===== src/rtl/pattern_player_pkg.sv =====
// Shared definitions for the pattern player: state encoding, default timing,
// and the level/code decode helpers used by the RTL and any checkers.
package pattern_player_pkg;

   typedef enum logic [1:0] {
      ST_IDLE = 2'd0,
      ST_SHOW = 2'd1,
      ST_GAP  = 2'd2,
      ST_DONE = 2'd3
   } state_t;

   localparam int DEF_ON_CYCLES  = 3;
   localparam int DEF_OFF_CYCLES = 2;

   // Sequence length is 4, 8, 12 or 16 entries for level 0..3.
   function automatic logic [4:0] seq_len(input logic [1:0] lvl);
      return {1'b0, lvl, 2'b00} + 5'd4;
   endfunction

   function automatic logic [7:0] code_onehot(input logic [2:0] code);
      return 8'b0000_0001 << code;
   endfunction

endpackage


===== src/rtl/pattern_player_phase_timer.sv =====
// Loadable 8-bit down-counter; o_tc flags the last cycle of the current phase.
module phase_timer (
   input  logic       clk,
   input  logic       rst,
   input  logic       i_load,
   input  logic [7:0] i_load_val,
   output logic       o_tc
);

   logic [7:0] r_count;

   // Holds at zero rather than wrapping if a phase is left open.
   always_ff @(posedge clk or posedge rst) begin
      if (rst) begin
         r_count <= 8'd0;
      end else if (i_load) begin
         r_count <= i_load_val;
      end else if (r_count != 8'd0) begin
         r_count <= r_count - 8'd1;
      end
   end

   assign o_tc = (r_count == 8'd0);

endmodule


===== src/rtl/pattern_player.sv =====
// Plays back a latched list of button codes on a one-hot LED bus, each code
// shown for ON_CYCLES then blanked for OFF_CYCLES, with a done pulse at the end.
module pattern_player
   import pattern_player_pkg::*;
#(
   parameter int ON_CYCLES  = DEF_ON_CYCLES,
   parameter int OFF_CYCLES = DEF_OFF_CYCLES
) (
   input  logic       clk,
   input  logic       rst,
   input  logic [1:0] level,
   input  logic       start,
   input  logic       abort,
   input  logic [2:0] pattern_1,
   input  logic [2:0] pattern_2,
   input  logic [2:0] pattern_3,
   input  logic [2:0] pattern_4,
   input  logic [2:0] pattern_5,
   input  logic [2:0] pattern_6,
   input  logic [2:0] pattern_7,
   input  logic [2:0] pattern_8,
   input  logic [2:0] pattern_9,
   input  logic [2:0] pattern_10,
   input  logic [2:0] pattern_11,
   input  logic [2:0] pattern_12,
   input  logic [2:0] pattern_13,
   input  logic [2:0] pattern_14,
   input  logic [2:0] pattern_15,
   input  logic [2:0] pattern_16,
   output logic [7:0] led,
   output logic [3:0] idx,
   output logic       busy,
   output logic       done,
   output state_t     o_dbg_state
);

   // The timer counts down to zero, so each phase loads its length minus one.
   localparam logic [7:0] ON_LOAD  = 8'(ON_CYCLES - 1);
   localparam logic [7:0] OFF_LOAD = 8'(OFF_CYCLES - 1);

   state_t     r_state;
   logic [1:0] r_level;
   logic [2:0] r_pat [16];
   logic [7:0] r_led;
   logic [3:0] r_idx;
   logic       r_busy;
   logic       r_done;

   logic [2:0] w_pat_in [16];
   logic       w_tc;
   logic       w_load;
   logic [7:0] w_load_val;
   logic       w_last;
   logic       w_go;

   assign w_pat_in[0]  = pattern_1;
   assign w_pat_in[1]  = pattern_2;
   assign w_pat_in[2]  = pattern_3;
   assign w_pat_in[3]  = pattern_4;
   assign w_pat_in[4]  = pattern_5;
   assign w_pat_in[5]  = pattern_6;
   assign w_pat_in[6]  = pattern_7;
   assign w_pat_in[7]  = pattern_8;
   assign w_pat_in[8]  = pattern_9;
   assign w_pat_in[9]  = pattern_10;
   assign w_pat_in[10] = pattern_11;
   assign w_pat_in[11] = pattern_12;
   assign w_pat_in[12] = pattern_13;
   assign w_pat_in[13] = pattern_14;
   assign w_pat_in[14] = pattern_15;
   assign w_pat_in[15] = pattern_16;

   assign w_go   = start && !abort;
   assign w_last = ({1'b0, r_idx} == (seq_len(r_level) - 5'd1));

   // Reload the timer on every state change so no phase inherits a stale count.
   always_comb begin
      w_load     = 1'b0;
      w_load_val = 8'd0;
      case (r_state)
         ST_IDLE: if (w_go) begin
            w_load     = 1'b1;
            w_load_val = ON_LOAD;
         end
         ST_SHOW: if (abort || w_tc) begin
            w_load     = 1'b1;
            w_load_val = abort ? 8'd0 : OFF_LOAD;
         end
         ST_GAP: if (abort || w_tc) begin
            w_load     = 1'b1;
            w_load_val = (abort || w_last) ? 8'd0 : ON_LOAD;
         end
         default: w_load = 1'b1;
      endcase
   end

   phase_timer u_timer (
      .clk        (clk),
      .rst        (rst),
      .i_load     (w_load),
      .i_load_val (w_load_val),
      .o_tc       (w_tc)
   );

   always_ff @(posedge clk or posedge rst) begin
      if (rst) begin
         r_state <= ST_IDLE;
         r_level <= 2'd0;
         r_led   <= 8'd0;
         r_idx   <= 4'd0;
         r_busy  <= 1'b0;
         r_done  <= 1'b0;
         for (int i = 0; i < 16; i++) r_pat[i] <= 3'd0;
      end else if (r_state != ST_IDLE && abort) begin
         r_state <= ST_IDLE;
         r_led   <= 8'd0;
         r_idx   <= 4'd0;
         r_busy  <= 1'b0;
         r_done  <= 1'b0;
      end else begin
         case (r_state)
            ST_IDLE: if (w_go) begin
               r_state <= ST_SHOW;
               r_level <= level;
               for (int i = 0; i < 16; i++) r_pat[i] <= w_pat_in[i];
               r_idx   <= 4'd0;
               r_led   <= code_onehot(pattern_1);
               r_busy  <= 1'b1;
               r_done  <= 1'b0;
            end
            ST_SHOW: if (w_tc) begin
               r_state <= ST_GAP;
               r_led   <= 8'd0;
            end
            ST_GAP: if (w_tc) begin
               if (w_last) begin
                  r_state <= ST_DONE;
                  r_done  <= 1'b1;
               end else begin
                  r_state <= ST_SHOW;
                  r_idx   <= r_idx + 4'd1;
                  r_led   <= code_onehot(r_pat[r_idx + 4'd1]);
               end
            end
            default: begin
               r_state <= ST_IDLE;
               r_led   <= 8'd0;
               r_idx   <= 4'd0;
               r_busy  <= 1'b0;
               r_done  <= 1'b0;
            end
         endcase
      end
   end

   assign led         = r_led;
   assign idx         = r_idx;
   assign busy        = r_busy;
   assign done        = r_done;
   assign o_dbg_state = r_state;

endmodule


===== config.mk =====
export PLATFORM = sky130hd
export DESIGN_NAME = pattern_player
export DESIGN_NICKNAME = d
export VERILOG_FILES = /design/src/rtl/pattern_player_pkg.sv /design/src/rtl/pattern_player_phase_timer.sv /design/src/rtl/pattern_player.sv
export SDC_FILE = /design/constraint.sdc
export NUM_CORES = 1
export LEC_CHECK = 0
export ABC_AREA = 0
export BUFFER_PORTS_ARGS = -buffer_cell sky130_fd_sc_hd__buf_2
export CAP_MARGIN = 20
export CORE_MARGIN = 2
export CORE_UTILIZATION = 55
export CTS_BUF_LIST = sky130_fd_sc_hd__clkbuf_8 sky130_fd_sc_hd__clkbuf_16
export DETAILED_ROUTE_END_ITERATION = 8
export GPL_ROUTABILITY_DRIVEN = 0
export PLACE_DENSITY = 0.79
export SYNTH_ARGS = -nofsm -noshare
export SYNTH_HDL_FRONTEND = slang
export SYNTH_SLANG_ARGS = --single-unit

===== constraint.sdc =====
create_clock -name clk -period 3.6 [get_ports clk]
set_clock_uncertainty 0.2 [all_clocks]
set_input_delay 0.36 -clock clk [delete_from_list [all_inputs] [get_ports clk]]
set_output_delay 0.36 -clock clk [all_outputs]
set_load 0.03 [all_outputs]

Yosys cells after proc, flatten, opt, wreduce, memory -nomap -nowiden
Index checks and enable logic that the tools add are counted.

Bits in registers: 74. Logic and storage cells: 98.

Add/sub/neg operators: 4. Order comparisons: 1. Eq/ne operators: 10. Shift-type cells: 2. Mux-type cells: 39. Bitwise operators: 2. Reductions and logical operators: 17.

Operator list (number): two-way mux 8 bit (7); one-hot mux 8 bit (3 select lines) (1); two-way mux 2 bit (8); two-way mux 4 bit (4); left shift 1 x 3 -> 8 bit, first input constant (2); != test 3 bit, second input constant (5); binary-select mux 3 bit (select 4 bit) (1); one-hot mux 2 bit (3 select lines) (2); one-hot mux 4 bit (3 select lines) (1); AND reduction 4 bit (3); two-way mux 1 bit (10); zero test 8 bit (1); nonzero test 8 bit (1); subtractor 8 x 1 -> 8 bit, second input constant (1); two-way mux 3 bit (2); AND reduction 3 bit (2); adder 4 x 3 -> 5 bit, second input constant (1); == test 4 x 5 -> 1 bit (1); >= comparator 5 bit, second input constant (1); NOT 4 -> 5 bit (1); subtractor 5 x 1 -> 5 bit, second input constant (1); adder 4 x 1 -> 4 bit, second input constant (1); one-hot mux 1 bit (2 select lines) (2); nonzero test 2 bit (2); other kinds (12) (14).

Depth between registers and ports, before layout
Word-level depth: 10. Depth in mapped cells: 9. Depth with buffers taken out: 8.

Hierarchy
Synthesis repeated with hierarchy kept, for this count alone.

Cells, all modules: 301. Area total of the unflattened synthesis: 3707.3 sq um.

Modules (own cells, without submodules): pattern_player (times used 1, cells each 245, area an instance 3210.6 sq um); phase_timer (times used 1, cells each 56, area an instance 496.7 sq um).

Least setup slack after synthesis
No wires, ideal clock.

Path type: register -> register. Start: reg r_idx[0], in the netlist idx[0]. End: reg r_led[2], in the netlist led[2]. Arrival: 2.376 ns. Setup slack: 0.903 ns. Cell stages (with the launch flop): 9. Path buffers: 1. Clock period less this slack: 2.697 ns. Cell sequence: dfrtp_1 -> ha_1 -> buf_6 -> clkinv_1 -> mux4_1 -> mux2i_1 -> o221ai_2 -> nor2b_1 -> a22o_1.

Longest elaborated chain between the ends: 10. Elaborated cells between the ends (all ways): 13.

Ends and longest elaborated chain: from (decl) (line pattern_player.sv:45) `logic [3:0] r_idx;`; from (signal assigned) (line pattern_player.sv:141) `r_idx <= r_idx + 4'd1;`; adder 4 x 1 -> 4 bit (line pattern_player.sv:142) `r_led <= code_onehot(r_pat[r_idx + 4'd1]);`; NOT 4 -> 5 bit (implied by the code) (line pattern_player.sv:142); binary-select mux 3 bit (select 4 bit) (line pattern_player.sv:142); two-way mux 3 bit (implied by the code) (2 in a row) (line pattern_player.sv:142); left shift 1 x 3 -> 8 bit (line pattern_player_pkg.sv:21) `return 8'b0000_0001 << code;`; two-way mux 8 bit (line pattern_player.sv:136) `if (w_last) begin`; two-way mux 8 bit (line pattern_player.sv:135) `ST_GAP: if (w_tc) begin`; one-hot mux 8 bit (3 select lines) (line pattern_player.sv:121) `case (r_state)`; two-way mux 8 bit (line pattern_player.sv:114) `end else if (r_state != ST_IDLE && abort) begin`; to (signal assigned) (line pattern_player.sv:127) `r_led <= code_onehot(pattern_1);`; to (signal assigned) (line pattern_player.sv:142); to (decl) (line pattern_player.sv:44) `logic [7:0] r_led;`.

Parallel ways exist; a longest one is shown, timed or not. The select of a mux whose other input is x is not followed. A chain may end at the register's enable or synchronous reset.

Worst setup path after layout
Start: reg r_idx[1], in the netlist idx[1]. End: reg r_led[2], in the netlist led[2].

The elaborated chain is that of the path after synthesis.

==> impl_metrics.yaml <==
run_status:
  run_status: "complete, no violations"
clock_network:
  cts_tree: "built"
  cts_root_buffer: "clkbuf_8"
  clk_path_buf_depth: 2
  clk_latency_ns: 0.35
  cts_setup_buffers: 0
  clk_pin_slew_ns: 0.08
  htreeDepth: 3
  clkSinkCount: 74
  cts_made_buffers: 9
yosys:
  synth_cell_types: 49
  synth-async-reset-ratio_pct: 100.0
  synth_top_family_by_area: "multiplexers"
  yosysSeqAreaShare_pct: 50.70
  syn-num-nets: 336
  synth-edff-count: 0
  synth_area_um2: 3652
  muxShareOfSynthArea_pct: 25.59
  ys_warn_count: 0
  syn_inst: 275
  synthSimpleGateAreaFrac_pct: 8.462
  syn_area_per_cell_um2: 13.28
  synth_xor_xnor_area_share_pct: 2.364
  synth-main-ff-cell: "dfrtp_1"
  synth_seq_cells: 74
  synth_fa_ha_area_share_pct: 2.398
  synth-compound-area-share_pct: 8.016
global_routing:
  grt_pass1_wl_mm: 12.41
  grt.overflow.total: 0
  grt_max_degree: 53
  busiest_layer: "met2"
  grtUsageMet2_pct: 34.02
  antenna_found_initial: 0
  grtUsageTotal_pct: 22.01
  met1_usage_pct: 29.71
  grtUsageMet3_pct: 7.122
  grt_pass1_vias: 2533
timing:
  final_hold_viol_count: 0
  setup_tns_ns: 0
  period_share_pct: 84.26
  finalCriticalPeriod_ns: 3.033
  fmax_ghz: 0.3297
  setup_slack_ns: 0.5665
  slew_violations: 0
  finalSetupViolCount: 0
  whs_ns: 0.03473
  rsz0062_at_grt: "no"
  tightest_slew_ns: 0.6606
  relSlewSlack_pct: 55.96
worst_setup_path:
  critPathKind: "register to register"
  start_kind: "register"
  cp-endpoint: "led[2]$_DFFE_PP0P_"
  reg2reg_slack_ns: 0.57
  worst_setup_path_end_kind: "register"
  reg2reg_from: "idx[1]$_DFFE_PP0P_"
  crit_fanout: 9
  cp.required_ns: 3.65
  arrival_ns: 3.08
  ff2ff_path_depth: 7
  reg2reg_to: "led[2]$_DFFE_PP0P_"
  setup.worst_path.start: "idx[1]$_DFFE_PP0P_"
placed_design:
  dpl.hpwl_mm: 5.192
  io_buffers: 69
  pre_cts_ws_ns: 0.6068
  dpl.cell_count: 418
  place_area_um2: 4091
route:
  wire_per_inst_um: 16.75
  firstDrtPassIters: 4
  drtIter0Drc: 141
  wirelength_mm: 7.285
  drc_errors: 0
  postRouteAntennaNets: 0
  vias: 2443
  vias_per_cell: 5.616
hold_path:
  hp-class: "primary input to register"
finish:
  layout-drive-gt1-share_pct: 46.65
  nets: 414
  n_antenna_cell: 0
  stdcell_count: 435
  final_area_um2: 4325
  fin_util_pct: 67.73
  area_growth_pct: 18.43
die:
  ios: 70
  start_util_pct: 57.19
  core_um2: 6386
  die_x_um: 85.49
  rows: 29
  dieArea_um2: 7309
  die_h_um: 85.49
power_and_ir_drop:
  total_power_mw: 3.687
  ir_worst_vdd_v: 0.0005096
  p_leak_nw: 1.997
  powerDensity_nw_per_um2: 852.4
run:
  max-cap-violations: 0
[routing by layer]
metal | up-vias | share of wire, %
met2 | 60 | 48
met1 | 1210 | 46
met5 | - | 0
li1 | 1161 | -
met3 | 12 | 4.6
met4 | 0 | 1.7
[registers in the layout (all words and copies together), names as in the netlist]
name,cells
u_timer.r_count,8
done,1
o_dbg_state,2
busy,1
r_level,2
r_pat,48
led,8
idx,4
[report_power, final]
group / switching, mW / leakage (nW) / total (mW) / internal, mW
Combinational: 0.752 / 0.975 / 1.54 / 0.789
Clock: 0.312 / 0.108 / 0.708 / 0.396
Sequential: 0.235 / 0.914 / 1.44 / 1.20
[worst min-delay path by stage]
stage | start | to | slack, ns | depth (start not counted)
after floorplan | r_pat[31]$_DFFE_PP0P_ | r_pat[31]$_DFFE_PP0P_ | 0.27 | 1
after global placement | rst | u_timer.r_count[5]$_DFFE_PP0P_ | 0.18 | 2
after detailed placement | rst | u_timer.r_count[4]$_DFFE_PP0P_ | 0.19 | 2
after CTS | pattern_16[0] | r_pat[0]$_DFFE_PP0P_ | 0.02 | 2
after global routing | pattern_5[0] | r_pat[33]$_DFFE_PP0P_ | 0.02 | 2
final | pattern_8[2] | r_pat[26]$_DFFE_PP0P_ | 0.03 | 2
[cells in the final DEF, fill, tap and decap left out, types with 2 or more instances in the layout]
master      synthesis  routed
nor2b_1             2       2
nand3_1             5       4
a21oi_1             6       6
nand2b_1            3       3
mux4_2              8       8
clkbuf_8            0      13
o22ai_1             2       2
a22o_1              2       2
ha_1                7       7
a32o_1              2       2
o21ai_1             6       6
mux4_1              3       3
nor2_1             14      14
nand2_1            16      16
o21ai_0             7       7
o31ai_1             3       3
dfrtp_1            74      74
clkinvlp_4          0       2
inv_1              11      10
xnor2_1             5       5
mux2i_1             9       9
nor3_1              3       3
buf_4               2       5
xor2_1              3       3
mux2_2             52      52
buf_2               0      69
[cell families after synthesis]
logic type / count (synthesis)
adders and majority gates: 7
buffers and inverters: 20
and+or+nand+nor: 54
xor gates and xnor gates: 9
AOI/OAI and AO/OA: 39
muxes: 72
DFF: 74
[cell usage after synthesis, drive strengths merged, types with 2 or more instances]
cell type	count	area, µm²
a21oi	7	38.79
a22o	2	17.52
a31oi	2	27.53
a32o	2	20.02
buf	3	26.27
clkbuf	5	18.77
dfrtp	74	1852
ha	7	87.58
inv	11	41.29
mux2	52	585.6
mux2i	9	90.09
mux4	11	259.0
nand2	16	60.06
nand2b	3	18.77
nand3	5	25.02
nor2	14	52.55
nor2b	2	12.51
nor3	3	15.01
o21ai	13	65.06
o22ai	2	12.51
o31ai	3	22.52
or3	2	13.77
or4	2	20.02
xnor2	6	60.06
xor2	3	26.28
[final cells by class]
class	count	area (µm²)
timing repair buffer	75	392.9
sequential	74	1852
clock inverter	3	45.04
tap	77	96.34
clock buffer	13	178.9
fill	470	2061
multi-input combinational	181	1715
inverter	12	45.04
[critical path: stages (launching register included)]
cell,delay (ns)
dfrtp_1,0.42
ha_1,0.55
clkinv_1,0.38
mux4_1,0.57
mux2i_1,0.24
o221ai_2,0.21
nor2b_1,0.17
a22o_1,0.19
[what timing repair did]
| item | CTS | global route |
|---|---|---|
| hold endpoints to repair | 18 | 0 |
| hold buffers | 1 | 0 |
| gates resized for setup | 0 | 0 |
(Power assumes the default switching activity.)
